<file path="config.mk">
export PLATFORM = sky130hd
export DESIGN_NAME = rpsc_card13_annunciator
export DESIGN_NICKNAME = d
export VERILOG_FILES = /design/src/rtl/rpsc_pkg.sv /design/src/rtl/rpsc_ann_channel.sv /design/src/rtl/rpsc_card13_annunciator.sv
export SDC_FILE = /design/constraint.sdc
export NUM_CORES = 1
export LEC_CHECK = 0
export ABC_AREA = 1
export BUFFER_PORTS_ARGS = -buffer_cell sky130_fd_sc_hd__buf_2
export CORE_ASPECT_RATIO = 1.5
export CORE_MARGIN = 10
export CORE_UTILIZATION = 57
export DETAILED_ROUTE_END_ITERATION = 10
export PLACE_DENSITY_LB_ADDON = 0.05
export SETUP_SLACK_MARGIN = 0.1
export SYNTH_ARGS = -nofsm -noshare
export SYNTH_HDL_FRONTEND = slang
export SYNTH_SLANG_ARGS = --single-unit
</file>
<file path="constraint.sdc">
create_clock -name clk -period 4.56 [get_ports clk]
set_clock_uncertainty 0.05 [all_clocks]
set_input_delay 0.684 -clock clk [delete_from_list [all_inputs] [get_ports clk]]
set_output_delay 0.684 -clock clk [all_outputs]
set_load 0.01 [all_outputs]
</file>
<file path="src/rtl/rpsc_pkg.sv">
// Shared types and constants for the card-13 operator annunciator.
package rpsc_pkg;

  // Per-channel lamp sequence state.
  typedef enum logic [1:0] {
    NORMAL  = 2'd0,
    ALERT   = 2'd1,
    ACKED   = 2'd2,
    CLEARED = 2'd3
  } ann_state_e;

  // Slow flash half-period expressed in fast flash half-periods.
  localparam int ANN_SLOW_RATIO = 4;

  // Lamp drive for a given sequence state and the two flasher phases.
  function automatic logic ann_lamp(ann_state_e s, logic fast, logic slow);
    case (s)
      ALERT:   return fast;
      ACKED:   return 1'b1;
      CLEARED: return slow;
      default: return 1'b0;
    endcase
  endfunction

endpackage

</file>
<file path="src/rtl/rpsc_ann_channel.sv">
// One annunciator channel: ISA-18.1-style lock-in lamp sequence.
module rpsc_ann_channel
  import rpsc_pkg::*;
(
  input  logic       clk,
  input  logic       reset,
  input  logic       la,
  input  logic       ack_press,
  input  logic       rst_press,
  input  logic       fast,
  input  logic       slow,
  output ann_state_e state,
  output logic       lamp,
  output logic       entering_alert
);

  ann_state_e state_q, state_d;

  // Next-state rules; each channel reacts only to the event relevant to its state.
  always_comb begin
    // NOTE: every always_comb output gets a default first so no path leaves it unassigned (no latch).
    state_d = state_q;
    case (state_q)
      NORMAL:  if (la) state_d = ALERT;
      ALERT:   if (ack_press) state_d = la ? ACKED : CLEARED;
      ACKED:   if (!la) state_d = CLEARED;
      CLEARED: begin
        // A returning alarm outranks a lamp-reset press in the same cycle.
        if (la)             state_d = ALERT;
        else if (rst_press) state_d = NORMAL;
      end
      default: state_d = NORMAL;
    endcase
  end

  // State register with synchronous reset.
  always_ff @(posedge clk) begin
    // NOTE: clocked state is updated with <= so every flop samples pre-edge values.
    if (reset) state_q <= NORMAL;
    else       state_q <= state_d;
  end

  assign state          = state_q;
  assign lamp           = ann_lamp(state_q, fast, slow);
  assign entering_alert = (state_d == ALERT) && (state_q != ALERT);

endmodule

</file>
<file path="src/rtl/rpsc_card13_annunciator.sv">
// Card-13 annunciator: eight lamp sequences, common horn, first-out capture.
module rpsc_card13_annunciator
  import rpsc_pkg::*;
#(
  parameter int N_CH      = 8,
  parameter int FLASH_DIV = 25_000_000
) (
  input  logic                    clk,
  input  logic                    reset,
  input  logic [N_CH-1:0]         la_in,
  input  logic                    ack_pb,
  input  logic                    rst_pb,
  output logic [N_CH-1:0]         lamp,
  output logic                    horn,
  output logic [$clog2(N_CH)-1:0] first_out_idx,
  output logic                    first_out_vld
);

  localparam int IDX_W = $clog2(N_CH);
  localparam int CNT_W = $clog2(FLASH_DIV);
  localparam int DIV_W = $clog2(ANN_SLOW_RATIO);
  localparam logic [CNT_W-1:0] CNT_LAST = CNT_W'(FLASH_DIV - 1);
  localparam logic [DIV_W-1:0] DIV_LAST = DIV_W'(ANN_SLOW_RATIO - 1);

  logic [CNT_W-1:0] cnt_q, cnt_d;
  logic [DIV_W-1:0] div_q, div_d;
  logic             fast_q, fast_d, slow_q, slow_d;
  logic             ack_q, rst_q;
  logic             ack_press, rst_press;
  logic [IDX_W-1:0] fo_idx_q, fo_idx_d;
  logic             fo_vld_q, fo_vld_d;
  logic [N_CH-1:0]  entering;
  ann_state_e       ch_state [N_CH];

  // Flasher: fast toggles on each counter wrap, slow on every ANN_SLOW_RATIO-th fast toggle.
  always_comb begin
    cnt_d  = cnt_q + 1'b1;
    div_d  = div_q;
    fast_d = fast_q;
    slow_d = slow_q;
    if (cnt_q == CNT_LAST) begin
      cnt_d  = '0;
      fast_d = ~fast_q;
      div_d  = div_q + 1'b1;
      if (div_q == DIV_LAST) slow_d = ~slow_q;
    end
  end

  // Pushbutton rising-edge detection; history presets high so a held button is not a press.
  assign ack_press = ack_pb & ~ack_q;
  assign rst_press = rst_pb & ~rst_q;

  generate
    for (genvar g = 0; g < N_CH; g++) begin : g_ch
      rpsc_ann_channel u_ch (
        .clk            (clk),
        .reset          (reset),
        .la             (la_in[g]),
        .ack_press      (ack_press),
        .rst_press      (rst_press),
        .fast           (fast_q),
        .slow           (slow_q),
        .state          (ch_state[g]),
        .lamp           (lamp[g]),
        .entering_alert (entering[g])
      );
    end
  endgenerate

  // Horn and first-out: capture the lowest entering channel, release once every channel is NORMAL.
  always_comb begin
    logic all_normal;
    logic any_enter;
    logic [IDX_W-1:0] low_idx;
    horn       = 1'b0;
    all_normal = 1'b1;
    any_enter  = 1'b0;
    low_idx    = '0;
    for (int i = 0; i < N_CH; i++) begin
      if (ch_state[i] == ALERT)  horn = 1'b1;
      if (ch_state[i] != NORMAL) all_normal = 1'b0;
    end
    for (int i = N_CH - 1; i >= 0; i--) begin
      if (entering[i]) begin
        any_enter = 1'b1;
        low_idx   = IDX_W'(i);
      end
    end
    fo_vld_d = fo_vld_q;
    fo_idx_d = fo_idx_q;
    if (all_normal) fo_vld_d = 1'b0;
    if ((!fo_vld_q || all_normal) && any_enter) begin
      fo_vld_d = 1'b1;
      fo_idx_d = low_idx;
    end
  end

  // Shared registers: flasher, pushbutton history and first-out capture.
  always_ff @(posedge clk) begin
    if (reset) begin
      cnt_q    <= '0;
      div_q    <= '0;
      fast_q   <= 1'b0;
      slow_q   <= 1'b0;
      ack_q    <= 1'b1;
      rst_q    <= 1'b1;
      fo_idx_q <= '0;
      fo_vld_q <= 1'b0;
    end else begin
      cnt_q    <= cnt_d;
      div_q    <= div_d;
      fast_q   <= fast_d;
      slow_q   <= slow_d;
      ack_q    <= ack_pb;
      rst_q    <= rst_pb;
      fo_idx_q <= fo_idx_d;
      fo_vld_q <= fo_vld_d;
    end
  end

  assign first_out_idx = fo_idx_q;
  assign first_out_vld = fo_vld_q;

endmodule
</file>
Word level (Yosys, flattened, before mapping)
Cells that the tools add are included.
- equality and inequality tests: 42
- $add $sub $neg: 2
- bitwise operators: 6
- mux-type cells: 98
- reductions and logical operators: 30
- operators by type and width (operator ; count):
    2-to-1 mux 2 bit ; 40
    one-hot mux 2 bit (4 select lines) ; 8
    equality test 2 bit (second input constant) ; 17
    2-to-1 mux 1 bit ; 34
    equality test 2 x 1 -> 1 bit (second input constant) ; 16
    adder 25 x 1 -> 25 bit (second input constant) ; 1
    equality test 25 bit (second input constant) ; 1
    2-to-1 mux 3 bit ; 8
    one-hot mux 1 bit (3 select lines) ; 8
    nonzero test 2 bit ; 9
    zero test 2 bit ; 8
    inequality test 2 x 1 -> 1 bit (second input constant) ; 8
    logical AND 1 bit ; 9
    NOT 1 bit ; 4
    adder 2 x 1 -> 2 bit (second input constant) ; 1
    AND 1 bit ; 2
    AND reduction 2 bit ; 1
    OR reduction 2 bit ; 1
    zero test 1 bit ; 1
    logical OR 1 bit ; 1
- logic and storage cells: 194
- output and inout port bits: 13
- input bits: 12
- bits in registers: 51

Depth between registers and ports, before layout
Gate-level depths: netlist of the first run.
- word-level depth: 17
- gate-level depth with buffers: 15

Cells and area by module
Synthesis of the first run repeated with hierarchy kept, for this count alone.
- cell total of the unflattened synthesis: 525
- area total of the unflattened synthesis: 3273.1 um2
- by module, submodules not included (module ; instances ; area an instance (um2) ; cells each):
    rpsc_card13_annunciator ; 1 ; 2062.0 ; 325
    rpsc_ann_channel ; 8 ; 151.4 ; 25

Worst setup path after synthesis of the first run
No wires, ideal clock.
- path type: input to register
- from: input port ack_pb
- to: register fo_idx_q[1] (netlist: first_out_idx[1])
- arrival: 1700 ps
- required time: 4395 ps
- slack: 2695 ps
- stages on the path: 13
- buffers on the path: 0
- cell sequence: nand2_1 inv_1 nand2_1 nand3_1 inv_1 nand2_1 and2_1 nand2_1 nand2_2 nand2_2 inv_2 a21oi_1 nor2_1
- word-level cells in the longest chain between the ends: 14
- elaborated cells on any way between the ends: 50
- those cells by class: 8 x eq/ne; 32 x mux; 1 x bitwise; 9 x reduce/logical
- ends and longest elaborated chain (what ; RTL line ; text):
    start, declared ; rpsc_card13_annunciator.sv:11 ; input logic ack_pb,
    AND 1 bit * ; rpsc_card13_annunciator.sv:50 ; assign ack_press = ack_pb & ~ack_q;
    2-to-1 mux 2 bit ; rpsc_ann_channel.sv:25 ; ALERT: if (ack_press) state_d = la ? ACKED : CLEARED;
    one-hot mux 2 bit (4 select lines) ; rpsc_ann_channel.sv:23 ; case (state_q)
    equality test 2 x 1 -> 1 bit ; rpsc_ann_channel.sv:45 ; assign entering_alert = (state_d == ALERT) && (state_q != ALERT);
    logical AND 1 bit ; rpsc_ann_channel.sv:45 ;
    2-to-1 mux 1 bit (8 in a row) ; rpsc_card13_annunciator.sv:84 ; if (entering[i]) begin
    logical AND 1 bit ; rpsc_card13_annunciator.sv:92 ; if ((!fo_vld_q || all_normal) && any_enter) begin
    end signal, assigned ; rpsc_card13_annunciator.sv:116 ; fo_idx_q <= fo_idx_d;
    end, declared ; rpsc_card13_annunciator.sv:30 ; logic [IDX_W-1:0] fo_idx_q, fo_idx_d;
Every way passes the cells marked *; elsewhere a longest branch is shown, timed or not.
A chain may end at the register's enable or synchronous reset.

Worst setup path in the final report of the first run
- from: register g_ch[0].u_ch.state_q[1]
- to: output port horn
- word-level cells in the longest chain between the ends: 9
- ends and longest elaborated chain (what ; RTL line ; text):
    start, declared ; rpsc_ann_channel.sv:17 ; ann_state_e state_q, state_d;
    start signal, assigned ; rpsc_ann_channel.sv:40 ; else state_q <= state_d;
    equality test 2 x 1 -> 1 bit ; rpsc_card13_annunciator.sv:80 ; if (ch_state[i] == ALERT) horn = 1'b1;
    2-to-1 mux 1 bit (8 in a row) ; rpsc_card13_annunciator.sv:80 ;
    end, declared ; rpsc_card13_annunciator.sv:14 ; output logic horn,
No other way between the ends.

==> impl_metrics.env, run 1 <==
export IMPL_worstHoldStart="cnt_q[0]"
export IMPL_synthDistinctLibCells=38
export IMPL_fin_nets=462
export IMPL_async_flop_share_pct=0
export IMPL_cts_root_buf="clkbuf_8"
export IMPL_final_setup_viol_count=0
export IMPL_yosysTopAreaCellShare_pct=35.0
export IMPL_gr_max_usage_layer="met2"
export IMPL_antenna_cells=0
export IMPL_die_area_um2=8440
export IMPL_grt_use_total_pct=16.6
export IMPL_cp_data_arrival_time_ns=1.46
export IMPL_r2r_cells=9
export IMPL_drtPass1Iterations=5
export IMPL_cp_data_required_time_ns=3.83
export IMPL_finalMaxSlewViolations=0
export IMPL_grt_pass1_vias=2751
export IMPL_wire_per_inst_um=13.2
export IMPL_ctsResizeCount=0
export IMPL_maxCapViolations=0
export IMPL_worstSetupEndpointType="output port"
export IMPL_cts_setup_buffers=0
export IMPL_vdd_drop_max_mv=0.216
export IMPL_clock_latency_ns=0.30
export IMPL_die_h_um=108
export IMPL_grt_use_met1_pct=16.1
export IMPL_drtAntennaViolNets=0
export IMPL_rsz0062_at_grt="false"
export IMPL_reg2reg_from="cnt_q[0]"
export IMPL_drt_iter0_markers=129
export IMPL_hpwl_um=5350
export IMPL_io_pins=25
export IMPL_drive_above_1_share_pct=16.0
export IMPL_hp_class="reg2reg"
export IMPL_syn_nets=443
export IMPL_worst_path_max_fanout=5
export IMPL_clk_pin_slew_ns=0.09
export IMPL_core_area_um2=4890
export IMPL_hold_buffers=0
export IMPL_netlist_area_um2=2920
export IMPL_synth_area_top_cells="dfxtp_1 (35%), nand2_1 (12%), nor2_1 (7.8%)"
export IMPL_finalCriticalPeriod_ns=2.19
export IMPL_fmax_mhz=456
export IMPL_yosysWarnings=0
export IMPL_via_per_inst=5.41
export IMPL_outcome="finished clean"
export IMPL_hold_depth=1
export IMPL_antenna_found_initial=0
export IMPL_synth_commonest_cells="nand2_1 (91), nor2_1 (61), dfxtp_1 (51), inv_1 (51), nand3_1 (24)"
export IMPL_rr_endpoint="cnt_q[20]"
export IMPL_area_growth_pct=8.79
export IMPL_synthCells=429
export IMPL_cts_buffers=5
export IMPL_gr_usage_met2_pct=31.8
export IMPL_cp_start_kind="flop"
export IMPL_avgSynthCellArea_um2=6.80
export IMPL_power_density_nw_per_um2=305
export IMPL_wirelength_um=6800
export IMPL_die_w_um=78.4
export IMPL_grt_use_met3_pct=2.68
export IMPL_grt_ovfl_total=0
export IMPL_rows=31
export IMPL_synth_area_leader_cell="dfxtp_1"
export IMPL_cts_tree="yes"
export IMPL_clock_path_buffers=2
export IMPL_fin_crit_sh_pct=48.1
export IMPL_p_total_mw=0.968
export IMPL_p_leak_nw=1.38
export IMPL_cp_slowest_stage_delay_ns=0.42
export IMPL_ys_ff_latch=51
export IMPL_cts_htree_levels=2
export IMPL_port_buffers=24
export IMPL_synth_most_common_cell="nand2_1"
export IMPL_num_vias=2788
export IMPL_synth_edff_count=0
export IMPL_slew_headroom_pct=67.1
export IMPL_crit_chain="inv_2, nand2_1, nand3_1, nor3_1, nand4_1, buf_2"
export IMPL_setup_tns_ns=0
export IMPL_grt_first_pass_wirelength_um=11700
export IMPL_grt_max_degree=23
export IMPL_reg2reg_slack_ns=2.41
export IMPL_route_detailed_drc=0
export IMPL_cts_sinks=51
export IMPL_crit_type="reg2out"
export IMPL_place_congestion=0.952
export IMPL_synthFlopType="dfxtp_1"
export IMPL_hold_end="cnt_q[0]"
export IMPL_max_slew_worst_pin_slew_ns=0.491
export IMPL_crit_path_top_delay_cell="dfxtp_1"
export IMPL_start_util_pct=59.7
export IMPL_synth_seq_area_share_pct=35.0
export IMPL_hold_viol_final=0
[area by class of cell]
type	instances	area, um2
clock buffers	5	68.8
clock inverters	3	67.6
fillers	458	1710
inverters	62	233
multi-input cells	304	1580
flip-flops and latches	51	1020
well taps	66	82.6
repair buffers	24	120
[report_power, final]
group          internal (mW)  switching (mW)  total (mW)
clock network          0.219           0.149       0.368
registers              0.461          0.0112       0.473
logic                 0.0437          0.0840       0.128
total                  0.724           0.244       0.968
[kinds of logic (layout without fill, tap and decap cells)]
family | after synthesis | count (layout) | share of synthesized area (%)
and+or+nand+nor | 241 | 241 | 40.0
buffers and inverters | 74 | 94 | 10.8
AOI/OAI and AO/OA | 52 | 52 | 10.7
adders and majority gates | 2 | 2 | 0.857
xor gates and xnor gates | 9 | 9 | 2.70
DFF | 51 | 51 | 35.0
[layer usage]
metal  vias up  routed length [um]
met1      1276                2580
met5         -                   0
met4         0                 281
met2        79                3620
li1       1411                   -
met3        22                 307
[how the worst max path moves through the flow]
stage | start | slack (ns) | depth (start not counted) | endpoint
global route | cnt_q[0] | 2.20 | 10 | cnt_q[9]
CTS | g_ch[0].u_ch.state[1] | 2.36 | 6 | horn
global placement | reset | 2.30 | 5 | cnt_q[20]
finish | g_ch[0].u_ch.state[1] | 2.37 | 6 | horn
floorplan | ack_pb | 2.70 | 13 | first_out_idx[1]
detailed placement | reset | 2.25 | 5 | cnt_q[20]
[placed cells by master, fill, tap and decap left out, types with 3 or more instances in the layout]
cell type  count
nand3_1       24
o221ai_1       6
o211ai_1       4
inv_2          9
nor2_4         4
clkbuf_8       5
nor2_2         4
nand2_1       91
o21ai_0        8
inv_1         51
buf_2         24
o21ai_1        5
nor2_1        61
nand3_2        4
xor2_1         7
a21oi_1       22
nand3b_1       3
or2_2          3
nand2_2        9
nand4_1       10
nor3_1        15
dfxtp_1       51
nor3b_2        3
[sequential cells by signal (all words and copies together), names as in the netlist]
signal	cells
cnt_q	25
g_ch.u_ch.state	16
first_out_idx	3
div_q	2
ack_q	1
fast_q	1
first_out_vld	1
rst_q	1
slow_q	1
[worst max-delay path, delay by kind of cell, from the launching register on]
family / cells / cell delay [ns]
simple gates: 4 / 0.52
flops: 1 / 0.42
buf+inv: 2 / 0.23
[stage by stage]
| step | hold WS [ns] | utilization [%] | instances | setup WS [ns] | instance area, um2 |
|---|---|---|---|---|---|
| after floorplan | 0.367 | - | 429 | 2.70 | 2920 |
| after global placement | 0.380 | 62.2 | 507 | 2.30 | 3040 |
| after detailed placement | 0.395 | 62.2 | 507 | 2.25 | 3040 |
| after CTS | 0.417 | 65.0 | 515 | 2.36 | 3170 |
| after global routing | 0.441 | 65.0 | 515 | 2.20 | 3170 |
| final | 0.412 | 65.0 | 515 | 2.37 | 3170 |
No activity file was read; power rests on OpenSTA's default activity.
==> run 2: changes to the inputs <==
--- a/config.mk
+++ b/config.mk
@@ -9,7 +9,7 @@
 export BUFFER_PORTS_ARGS = -buffer_cell sky130_fd_sc_hd__buf_2
 export CORE_ASPECT_RATIO = 1.5
 export CORE_MARGIN = 10
-export CORE_UTILIZATION = 57
+export CORE_UTILIZATION = 54
 export DETAILED_ROUTE_END_ITERATION = 10
 export PLACE_DENSITY_LB_ADDON = 0.05
 export SETUP_SLACK_MARGIN = 0.1
==> constraint.sdc (replaced) <==
create_clock -name clk -period 2 [get_ports clk]
set_clock_uncertainty 0.05 [all_clocks]
set_input_delay 0.3 -clock clk [delete_from_list [all_inputs] [get_ports clk]]
set_output_delay 0.3 -clock clk [all_outputs]
set_load 0.01 [all_outputs]
==> impl_metrics.env, run 2 (same netlist as run 1, synthesis figures left out) <==
export IMPL_gr_max_usage_layer="met2"
export IMPL_antenna_found_initial=0
export IMPL_dp_worst_setup_slack_ns=0.0243
export IMPL_max_slew_worst_pin_slew_ns=0.380
export IMPL_drt_iter0_markers=137
export IMPL_port_buffers=24
export IMPL_pwr_share_seq_pct=54.5
export IMPL_fmax_mhz=555
export IMPL_worst_hold_slack_ns=0.160
export IMPL_vdd_drop_max_mv=0.438
export IMPL_crit_type="reg2out"
export IMPL_outcome="finished clean"
export IMPL_grt_max_degree=18
export IMPL_grt_use_met3_pct=3.48
export IMPL_internal_power_mw=1.43
export IMPL_gr_usage_met2_pct=30.3
export IMPL_cts_tree="yes"
export IMPL_start_util_pct=56.1
export IMPL_place_congestion=0.919
export IMPL_grt_use_met1_pct=15.5
export IMPL_pwr_share_comb_pct=15.4
export IMPL_finalCriticalPeriod_ns=1.80
export IMPL_rsz0062_at_grt="true"
export IMPL_rows=32
export IMPL_die_area_um2=8800
export IMPL_clk_pin_slew_ns=0.09
export IMPL_route_detailed_drc=0
export IMPL_p_sw_share_pct=27.7
export IMPL_core_area_um2=5200
export IMPL_hold_viol_final=0
export IMPL_p_clk_share_pct=30.1
export IMPL_die_w_um=80.0
export IMPL_cp_data_required_time_ns=1.65
export IMPL_slew_headroom_pct=74.0
export IMPL_final_setup_viol_count=0
export IMPL_r2r_cells=12
export IMPL_setup_tns_ns=0
export IMPL_hold_depth=2
export IMPL_power_switching_mw=0.548
export IMPL_maxCapViolations=0
export IMPL_antenna_cells=0
export IMPL_grt_use_total_pct=16.0
export IMPL_regMostFlops="cnt_q"
export IMPL_p_leak_nw=1.39
export IMPL_num_vias=2781
export IMPL_drtAntennaViolNets=0
export IMPL_fin_nets=468
export IMPL_fin_ws_ns=0.199
export IMPL_clock_path_buffers=2
export IMPL_drive_above_1_share_pct=18.5
export IMPL_drtPass1Iterations=5
export IMPL_cts_buffers=5
export IMPL_p_total_mw=1.98
export IMPL_placed_cell_area_um2=3070
export IMPL_power_density_nw_per_um2=617
export IMPL_final_cell_mix="nand2_1 (89), nor2_1 (60), inv_1 (50), dfxtp_1 (50)"
export IMPL_cp_start_kind="flop"
export IMPL_clock_latency_ns=0.30
export IMPL_largest_reg_flops=25
export IMPL_wire_per_inst_um=13.0
export IMPL_final_cell_area_um2=3200
export IMPL_worst_path_max_fanout=5
export IMPL_cts_sinks=51
export IMPL_cp_data_arrival_time_ns=1.45
export IMPL_cts_htree_levels=2
export IMPL_die_h_um=110
export IMPL_grt_first_pass_wirelength_um=11400
export IMPL_io_pins=25
export IMPL_hp_class="in2reg"
export IMPL_hold_buffers=0
export IMPL_hpwl_um=5260
export IMPL_cts_root_buf="clkbuf_8"
export IMPL_grt_ovfl_total=0
export IMPL_area_growth_pct=9.82
export IMPL_worstSetupEndpointType="output port"
export IMPL_wirelength_um=6800
export IMPL_grt_pass1_vias=2686
export IMPL_via_per_inst=5.33
export IMPL_finalMaxSlewViolations=0
export IMPL_final_common_cell="nand2_1"
export IMPL_fin_crit_sh_pct=90.0
export IMPL_reg2reg_slack_ns=0.26
==> run 2: changes by cell type in the layout (fill, tap and decap cells not counted), moves of 2 or more <==
cell / change
buf_4: +6
bufinv_16: -2
nand2_1: -2
nand2_2: +2
==> run 2: what timing repair did <==
item / in CTS / in global routing
hold endpoints to repair: 0 / 0
setup buffers: 0 / 2
resized for setup: 0 / 9
endpoints found under the setup margin: 0 / 27
==> run 2: area by class of cell <==
cell class | instances | area, um2
inverter | 62 | 233
clock inverter | 1 | 5.00
timing repair buffer | 30 | 165
clock buffer | 6 | 82.6
multi-input combinational | 304 | 1610
tap | 68 | 85.1
sequential | 51 | 1020
fill | 496 | 2000
==> run 2: worst paths after layout <==
path | start | endpoint
setup reg to reg | cnt_q[0] | cnt_q[24]
hold reg to reg | cnt_q[0] | cnt_q[0]
hold / removal | ack_pb | ack_q
setup / recovery | g_ch[0].u_ch.state[1] | horn
==> run 2: metal layers <==
metal	share of wire, %	up-vias
li1	-	1436
met2	52	69
met1	39	1257
met3	4.4	19
met4	4.0	0
met5	0	-
==> run 2: power by group through the flow <==
stage | combinational, mW | clock, mW | sequential, mW
2_1_floorplan | 0.210 | 0 | 1.10
3_3_place_gp | 0.296 | 0 | 1.10
3_5_place_dp | 0.299 | 0 | 1.10
4_1_cts | 0.301 | 0.626 | 1.08
5_1_grt | 0.343 | 0.663 | 1.08
6_report | 0.305 | 0.595 | 1.08
==> run 2: metrics by stage <==
| step | cells | utilization, % |
|---|---|---|
| floorplan | 429 | - |
| global placement | 513 | 59.0 |
| detailed placement | 513 | 59.0 |
| CTS | 520 | 60.7 |
| global route | 522 | 61.6 |
| finish | 522 | 61.6 |
==> run 2: worst max-delay path, stage by stage, from the launching register on <==
cell and delay, ns:
dfxtp_1 0.42, inv_2 0.07, nand2_1 0.12, nand3_1 0.13, nor3_1 0.15, nand4_1 0.10, buf_2 0.15
==> run 3: changes to the inputs <==
==> constraint.sdc (replaced) <==
create_clock -name clk -period 2 [get_ports clk]
set_clock_uncertainty 0.05 [all_clocks]
set_input_delay 0.3 -clock clk [delete_from_list [all_inputs] [get_ports clk]]
set_output_delay 0.3 -clock clk [all_outputs]
set_load 0.1 [all_outputs]
==> impl_metrics.env, run 3 (same netlist as run 1, synthesis figures left out) <==
export IMPL_die_h_um=110
export IMPL_power_density_nw_per_um2=621
export IMPL_crit_path_top_delay_cell="dfxtp_1"
export IMPL_cp_num_cells=3
export IMPL_antenna_found_initial=0
export IMPL_drt_iter0_markers=163
export IMPL_rsz0062_at_grt="true"
export IMPL_slew_headroom_pct=67.4
export IMPL_finalCriticalPeriod_ns=1.87
export IMPL_num_vias=2755
export IMPL_worstSetupEndpointType="output port"
export IMPL_cts_htree_levels=2
export IMPL_multi_input_area_um2=1660
export IMPL_worst_hold_slack_ns=0.163
export IMPL_r2r_cells=13
export IMPL_fillerInstances=494
export IMPL_hold_viol_final=0
export IMPL_cp_data_arrival_time_ns=1.52
export IMPL_die_area_um2=8800
export IMPL_regMostFlops="cnt_q"
export IMPL_grt_max_degree=19
export IMPL_grt_first_pass_wirelength_um=11300
export IMPL_hold_depth=2
export IMPL_final_common_cell="nand2_1"
export IMPL_worst_path_max_fanout=6
export IMPL_wire_per_inst_um=12.9
export IMPL_cts_root_buf="clkbuf_8"
export IMPL_clock_latency_ns=0.30
export IMPL_crit_buf_inv=2
export IMPL_cts_sinks=51
export IMPL_clock_path_buffers=2
export IMPL_drtAntennaViolNets=0
export IMPL_grt_pass1_vias=2641
export IMPL_final_setup_viol_count=0
export IMPL_final_seq_area_um2=1030
export IMPL_fmax_mhz=535
export IMPL_finalMaxSlewViolations=0
export IMPL_die_w_um=80.0
export IMPL_port_buffers=24
export IMPL_antenna_cells=0
export IMPL_setup_tns_ns=0
export IMPL_start_util_pct=56.1
export IMPL_final_cell_mix="nand2_1 (89), nor2_1 (59), inv_1 (48)"
export IMPL_hpwl_um=5240
export IMPL_cp_start_kind="flop"
export IMPL_io_pins=25
export IMPL_rows=32
export IMPL_path_delay_family="flip-flops"
export IMPL_place_congestion=0.850
export IMPL_grt_ovfl_total=0
export IMPL_p_leak_nw=1.44
export IMPL_crit_type="reg2out"
export IMPL_core_area_um2=5200
export IMPL_hp_class="in2reg"
export IMPL_fin_crit_sh_pct=93.5
export IMPL_drtPass1Iterations=4
export IMPL_outcome="finished clean"
export IMPL_vdd_drop_max_mv=0.425
export IMPL_via_per_inst=5.29
export IMPL_clk_pin_slew_ns=0.08
export IMPL_cp_data_required_time_ns=1.65
export IMPL_area_growth_pct=16.2
export IMPL_largest_reg_flops=25
export IMPL_cts_buffers=5
export IMPL_route_detailed_drc=0
export IMPL_cp_slowest_stage_delay_ns=0.46
export IMPL_max_slew_worst_pin_slew_ns=0.492
export IMPL_maxCapViolations=0
export IMPL_fin_nets=467
export IMPL_cts_tree="yes"
export IMPL_drive_above_1_share_pct=21.2
export IMPL_wirelength_um=6710
export IMPL_crit_chain="inv_1, o221ai_1, buf_12"
export IMPL_grt_use_total_pct=16.0
run 3: layout make-up:
| class | count | area share, % |
|---|---|---|
| Clock buffer | 6 | 2.44 |
| Inverter | 62 | 6.97 |
| Multi-Input combinational cell | 304 | 48.9 |
| Sequential cell | 51 | 30.4 |
| Clock inverter | 1 | 0.148 |
| Timing Repair Buffer | 29 | 8.63 |
| Tap cell | 68 | 2.51 |
run 3: final timing paths:
path	start	slack, ns	to
worst max register to register	g_ch[1].u_ch.state[1]	0.26	first_out_idx[1]
worst max-delay path	fast_q	0.13	lamp[1]
worst min register to register	cnt_q[0]	0.38	cnt_q[0]
worst min-delay path	ack_pb	0.16	ack_q
run 3: power by group:
| part | internal [mW] | leakage, nW | switching, mW |
|---|---|---|---|
| Sequential | 1.05 | 0.418 | 0.0269 |
| Clock | 0.272 | 0.0470 | 0.319 |
| Combinational | 0.123 | 0.979 | 0.312 |
| Total | 1.45 | 1.44 | 0.658 |
run 3: per-stage QoR:
stage / power (mW) / setup WS (ns) / util (%) / instance area, um2 / cells
finish: 2.10 / 0.130 / 65.1 / 3390 / 521
global route: 2.21 / 0.0371 / 65.1 / 3390 / 521
CTS: 2.12 / 0.0759 / 63.2 / 3290 / 519
detailed placement: 1.52 / 0.118 / 61.2 / 3180 / 512
global placement: 1.52 / 0.133 / 61.2 / 3180 / 512
floorplan: 1.42 / 0.0587 / - / 2920 / 429
run 3: routing by layer:
metal | GRT usage [%] | wire length [um] | vias to the layer above
met4 | 7.70 | 214 | 0
met1 | 15.8 | 2580 | 1248
met3 | 2.76 | 261 | 16
met2 | 30.9 | 3650 | 56
li1 | - | - | 1435
met5 | 0 | 0 | -
run 3: timing repair:
action | CTS | global route
endpoints found under the hold margin | 0 | 0
hold buffers | 0 | 0
endpoints found under the setup margin | 4 | 33
pin swaps | 0 | 3
setup buffers | 0 | 2
resized for setup | 4 | 25
